`src/rtl/alu_pkg.sv`:
```
// Shared ALU definitions: control encodings and state/operation enums used by the
// decoder, the single-cycle ALU and the serial execute unit.
package alu_pkg;

  localparam logic [2:0] ALU_ADD = 3'b000;
  localparam logic [2:0] ALU_SUB = 3'b001;
  localparam logic [2:0] ALU_AND = 3'b010;
  localparam logic [2:0] ALU_OR  = 3'b011;
  localparam logic [2:0] ALU_SLT = 3'b101;

  typedef enum logic [1:0] {
    StIdle,
    StRun,
    StDone
  } alu_state_e;

  typedef enum logic [1:0] {
    SliceAdd,
    SliceAnd,
    SliceOr
  } slice_op_e;

  function automatic logic alu_code_legal(input logic [2:0] code);
    return (code == ALU_ADD) || (code == ALU_SUB) || (code == ALU_AND) ||
           (code == ALU_OR)  || (code == ALU_SLT);
  endfunction

endpackage

```
`src/rtl/alu_slice.sv`:
```
// Combinational SLICE-bit add/and/or unit; the caller pre-inverts B for subtraction
// and supplies the incoming carry.
module alu_slice
  import alu_pkg::*;
#(
  parameter int unsigned SLICE = 8
) (
  input  logic [SLICE-1:0] a,
  input  logic [SLICE-1:0] b_inverted,
  input  logic             carry_in,
  input  logic [1:0]       op,
  output logic [SLICE-1:0] sum,
  output logic             carry_out,
  output logic             msb_overflow
);

  logic [SLICE:0] add_full;

  assign add_full = {1'b0, a} + {1'b0, b_inverted} + {{SLICE{1'b0}}, carry_in};

  // Signed overflow of the adder at this slice's top bit; meaningful on the last slice.
  assign msb_overflow = (a[SLICE-1] == b_inverted[SLICE-1]) &&
                        (add_full[SLICE-1] != a[SLICE-1]);

  always_comb begin
    sum       = add_full[SLICE-1:0];
    carry_out = add_full[SLICE];
    case (op)
      SliceAnd: begin
        sum       = a & b_inverted;
        carry_out = 1'b0;
      end
      SliceOr: begin
        sum       = a | b_inverted;
        carry_out = 1'b0;
      end
      default: ;
    endcase
  end

endmodule

```
`src/rtl/alu_serial_exec.sv`:
```
// Bit-serial ALU: executes add/sub/and/or/slt SLICE bits per cycle, LSB first,
// behind valid/ready handshakes on operand and result sides.
module alu_serial_exec
  import alu_pkg::*;
#(
  parameter int unsigned WIDTH = 32,
  parameter int unsigned SLICE = 8
) (
  input  logic             clk,
  input  logic             reset,
  input  logic             in_valid,
  output logic             in_ready,
  input  logic [2:0]       alu_control,
  input  logic [WIDTH-1:0] src_a,
  input  logic [WIDTH-1:0] src_b,
  output logic             out_valid,
  input  logic             out_ready,
  output logic [WIDTH-1:0] result,
  output logic             zero,
  output logic             illegal
);

  localparam int unsigned NumSlices = (SLICE == 0) ? 1 : WIDTH / SLICE;
  localparam int unsigned CntW      = (NumSlices > 1) ? $clog2(NumSlices) : 1;

  if ((SLICE == 0) || (WIDTH % SLICE != 0)) begin : g_bad_slice
    $error("alu_serial_exec: SLICE must be nonzero and divide WIDTH evenly");
  end

  alu_state_e       state_q, state_d;
  logic [WIDTH-1:0] a_q, a_d, b_q, b_d, result_q, result_d;
  logic [2:0]       op_q, op_d;
  logic [CntW-1:0]  cnt_q, cnt_d;
  logic             carry_q, carry_d, zero_q, zero_d, illegal_q, illegal_d;

  logic [SLICE-1:0] a_slice, b_slice, sum;
  logic [1:0]       slice_op;
  logic             invert_b, carry_out, msb_overflow, last_slice;
  logic [WIDTH-1:0] final_value;

  assign invert_b   = (op_q == ALU_SUB) || (op_q == ALU_SLT);
  assign a_slice    = a_q[cnt_q * SLICE +: SLICE];
  assign b_slice    = invert_b ? ~b_q[cnt_q * SLICE +: SLICE] : b_q[cnt_q * SLICE +: SLICE];
  assign slice_op   = (op_q == ALU_AND) ? SliceAnd : (op_q == ALU_OR) ? SliceOr : SliceAdd;
  assign last_slice = (cnt_q == CntW'(NumSlices - 1));

  alu_slice #(
    .SLICE(SLICE)
  ) u_slice (
    .a           (a_slice),
    .b_inverted  (b_slice),
    .carry_in    (carry_q),
    .op          (slice_op),
    .sum         (sum),
    .carry_out   (carry_out),
    .msb_overflow(msb_overflow)
  );

  always_comb begin
    state_d     = state_q;
    a_d         = a_q;
    b_d         = b_q;
    op_d        = op_q;
    cnt_d       = cnt_q;
    carry_d     = carry_q;
    result_d    = result_q;
    zero_d      = zero_q;
    illegal_d   = illegal_q;
    final_value = result_q;
    final_value[cnt_q * SLICE +: SLICE] = sum;
    // slt replaces the difference with the signed less-than bit: sign XOR overflow.
    if (op_q == ALU_SLT) begin
      final_value = {{(WIDTH - 1){1'b0}}, sum[SLICE-1] ^ msb_overflow};
    end

    unique case (state_q)
      StIdle: begin
        if (in_valid) begin
          a_d       = src_a;
          b_d       = src_b;
          op_d      = alu_control;
          cnt_d     = '0;
          illegal_d = 1'b0;
          if (alu_code_legal(alu_control)) begin
            carry_d = (alu_control == ALU_SUB) || (alu_control == ALU_SLT);
            state_d = StRun;
          end else begin
            carry_d   = 1'b0;
            result_d  = '0;
            zero_d    = 1'b1;
            illegal_d = 1'b1;
            state_d   = StDone;
          end
        end
      end
      StRun: begin
        carry_d = carry_out;
        if (last_slice) begin
          cnt_d    = '0;
          result_d = final_value;
          zero_d   = (final_value == '0);
          state_d  = StDone;
        end else begin
          cnt_d    = cnt_q + 1'b1;
          result_d[cnt_q * SLICE +: SLICE] = sum;
        end
      end
      StDone: begin
        if (out_ready) state_d = StIdle;
      end
      default: state_d = StIdle;
    endcase
  end

  always_ff @(posedge clk or posedge reset) begin
    if (reset) begin
      state_q   <= StIdle;
      a_q       <= '0;
      b_q       <= '0;
      op_q      <= '0;
      cnt_q     <= '0;
      carry_q   <= 1'b0;
      result_q  <= '0;
      zero_q    <= 1'b0;
      illegal_q <= 1'b0;
    end else begin
      state_q   <= state_d;
      a_q       <= a_d;
      b_q       <= b_d;
      op_q      <= op_d;
      cnt_q     <= cnt_d;
      carry_q   <= carry_d;
      result_q  <= result_d;
      zero_q    <= zero_d;
      illegal_q <= illegal_d;
    end
  end

  assign in_ready  = (state_q == StIdle);
  assign out_valid = (state_q == StDone);
  assign result    = result_q;
  assign zero      = zero_q;
  assign illegal   = illegal_q;

endmodule

```
`config.mk`:
```
export PLATFORM = sky130hd
export DESIGN_NAME = alu_serial_exec
export DESIGN_NICKNAME = d
export VERILOG_FILES = /design/src/rtl/alu_pkg.sv /design/src/rtl/alu_slice.sv /design/src/rtl/alu_serial_exec.sv
export SDC_FILE = /design/constraint.sdc
export NUM_CORES = 1
export LEC_CHECK = 0
export CELL_PAD_IN_SITES_DETAIL_PLACEMENT = 2
export CELL_PAD_IN_SITES_GLOBAL_PLACEMENT = 2
export CORE_MARGIN = 10
export CORE_UTILIZATION = 38
export CTS_CLUSTER_SIZE = 20
export DETAILED_ROUTE_END_ITERATION = 8
export DONT_BUFFER_PORTS = 1
export PLACE_DENSITY_LB_ADDON = 0.1
export SYNTH_ARGS = -nofsm -noshare
export SYNTH_HDL_FRONTEND = slang
export SYNTH_SLANG_ARGS = --single-unit
```
`constraint.sdc`:
```
create_clock -name clk -period 4.6 [get_ports clk]
set_clock_uncertainty 0.15 [all_clocks]
set_input_delay 0 -clock clk [delete_from_list [all_inputs] [get_ports clk]]
set_output_delay 0 -clock clk [all_outputs]
set_load 0.05 [all_outputs]
```
==> results.json <==
{
  "run_status": "complete, no violations",
  "die_w_um": 140,
  "ant_nets": 0,
  "worst_pin_slew_ps": 1070,
  "h-tree-depth": 3,
  "cts_tree": "yes",
  "endpoint": "zero",
  "antenna_found_initial": 0,
  "cts_buffer_depth": 2,
  "ios": 107,
  "finalHoldViolCount": 0,
  "critPathArrivalTime_ps": 4020,
  "yosys_warnings": 0,
  "core_sq_um": 14000,
  "cp_cell_sequence": "nor2b_1 > xor2_1 > inv_1 > fa_1 > fa_1 > nor2_1 > nor2_1 > a21boi_1 > nor4_1 > a41oi_2 > o22ai_2",
  "synth_cell_type_count": 47,
  "min_path_type": "primary input to async pin",
  "rsz0062_at_grt": "false",
  "clock-sinks": 106,
  "fin_crit_sh_pct": 84.8,
  "final.fill_count": 1505,
  "start_kind": "register",
  "dp_hpwl_mm": 12.7,
  "crit_path_start": "op_q[0]",
  "synth_seq_cells": 106,
  "gp_congestion": 0.836,
  "cp-end-kind": "register",
  "port_buffers": 0,
  "die_y_um": 140,
  "initial_core_util_pct": 39.3,
  "relSlewSlack_pct": 28.8,
  "ys.flop_type": "dfrtp_1",
  "yosysMostFrequentCell": "nand2_1",
  "synth_area_sq_um": 5520,
  "synth_nets": 711,
  "r2r_start": "op_q[0]",
  "reg2reg_depth": 11,
  "grt_pass1_wl_mm": 30.1,
  "path_buf_inv": 1,
  "initialDrtViolationCount": 198,
  "avgSynthCellArea_sq_um": 8.95,
  "wire_per_inst_um": 21.5,
  "ys_async_sr_fraction_pct": 100,
  "rows": 43,
  "finalSetupViolCount": 0,
  "dp_slack_ps": 664,
  "track_usage_pct": 18.9,
  "finalNetCount": 772,
  "drive_gt1_share_pct": 7.48,
  "routed_wirelength_mm": 18.5,
  "worst-endpoint-required_ps": 4730,
  "synth_top_area_share_pct": 48.1,
  "crit_path_max_fanout": 19,
  "ys_top_cells_by_count": "nand2_1, dfrtp_1, o21ai_0",
  "syn_inst": 616,
  "worst-setup-path-type": "register to register",
  "fmax_mhz": 256,
  "first_pass_iters": 4,
  "drc": 0,
  "vias": 4601,
  "grt_overflow_total": 0,
  "synth.largest_area_cell": "dfrtp_1",
  "antenna-diode-count": 0,
  "cts_root_buf": "clkbuf_16",
  "reg2reg_slack_ps": 700,
  "tns_ps": 0,
  "r2r_end": "zero",
  "clk_transition_reported_paths_ps": 70,
  "cp.depth": 11,
  "synth-edff-count": 0,
  "maxCapViolCount": 0,
  "slowest_stage": "dfrtp_1",
  "worst_slack_ps": 701,
  "cpPeakStageDelay_ps": 720,
  "numCtsBuffers": 9,
  "clock_latency_ps": 350,
  "slew_violations": 0,
  "via_per_inst": 5.34,
  "grt_max_degree": 71,
  "die_area_sq_um": 19700,
  "fin_crit_ps": 3900,
  "cts_resized": 0,
  "areaGrowthSynthToFinish_pct": 20.5,
  "ys_top_cells_by_area": "dfrtp_1, nand2_1, mux4_2",
  "first_global_vias": 5261,
  "yosysSeqAreaShare_pct": 48.1,
  "path_delay_family": "simple AND/OR/NAND/NOR gates"
}
[metal layers]
layer  part of all wire [%]  track usage (%)  routed length, um  vias to the layer above
met5                      0                0                  0                        -
met3                    4.1             3.75                758                       17
met1                     42             22.6               7860                     2350
met4                    1.6             5.92                295                        0
met2                     52             33.3               9600                       87
li1                       -                -                  -                     2147
[worst min-delay path by stage]
stage	from	to	slack [ps]	cells past startpoint
floorplan	src_a[0]	a_q[0]	-40	2
global placement	reset	a_q[9]	-150	1
detailed placement	reset	a_q[9]	-130	1
CTS	reset	a_q[10]	100	2
global route	reset	a_q[1]	140	2
finish	reset	a_q[1]	80	2
[flip-flops by register name, indices dropped and copies added (netlist names)]
name     cells
a_q         32
b_q         32
carry_q      1
cnt_q        2
illegal      1
op_q         3
result      32
state_q      2
zero         1
[layout make-up]
cell class / count / area (sq um) / area share (%)
inverters: 22 / 85.1 / 1.28
multi-input cells: 460 / 2650 / 39.9
clock buffers: 11 / 243 / 3.65
repair buffers: 78 / 763 / 11.5
clock inverters: 5 / 28.8 / 0.433
flip-flops and latches: 106 / 2650 / 39.9
well taps: 180 / 225 / 3.39
[metrics by stage]
| step | cell area [sq um] | util [%] | hold WS, ps | instances |
|---|---|---|---|---|
| after CTS | 6650 | 47.3 | 101 | 862 |
| after global routing | 6650 | 47.3 | 139 | 862 |
| after floorplan | 5520 | - | -44.6 | 616 |
| final | 6650 | 47.3 | 82.7 | 862 |
| after detailed placement | 5660 | 40.3 | -129 | 775 |
| after global placement | 5660 | 40.3 | -147 | 775 |
[kinds of logic (layout without fill, tap and decap cells)]
family          count (synthesis)  count (layout)  share of synthesized area (%)
mux                            19              19                           7.10
compound gates                 90              90                           10.1
simple gates                  316             316                           23.3
fa+ha+maj                      24              24                           5.72
flops                         106             106                           48.1
xor+xnor                       11              11                           1.75
buf+inv                        50             116                           3.95
[placed cells by master (no fill, tap or decap), drive strengths merged, types with 4 or more instances in the layout]
master / Yosys / final
inv: 22 / 23
nand2b: 6 / 6
xor2: 8 / 8
nor3: 4 / 4
nor4: 10 / 10
nand2: 250 / 250
nand3: 5 / 5
a211oi: 5 / 5
clkinv: 0 / 4
nor2b: 5 / 5
ha: 22 / 22
nor2: 27 / 27
buf: 8 / 7
mux4: 16 / 16
dlygate4sd3: 0 / 71
a21oi: 21 / 21
dfrtp: 106 / 106
o21ai: 47 / 47
clkbuf: 20 / 11
[timing repair]
item                                    in CTS  in global routing
setup buffers                                0                  0
endpoints found under the setup margin       0                  0
hold endpoints to repair                   120                  0
hold buffers                                71                  0
Power is left out: the tool's default activity adds up to more than one toggle a clock period on the data nets, which glitch-free logic cannot reach.
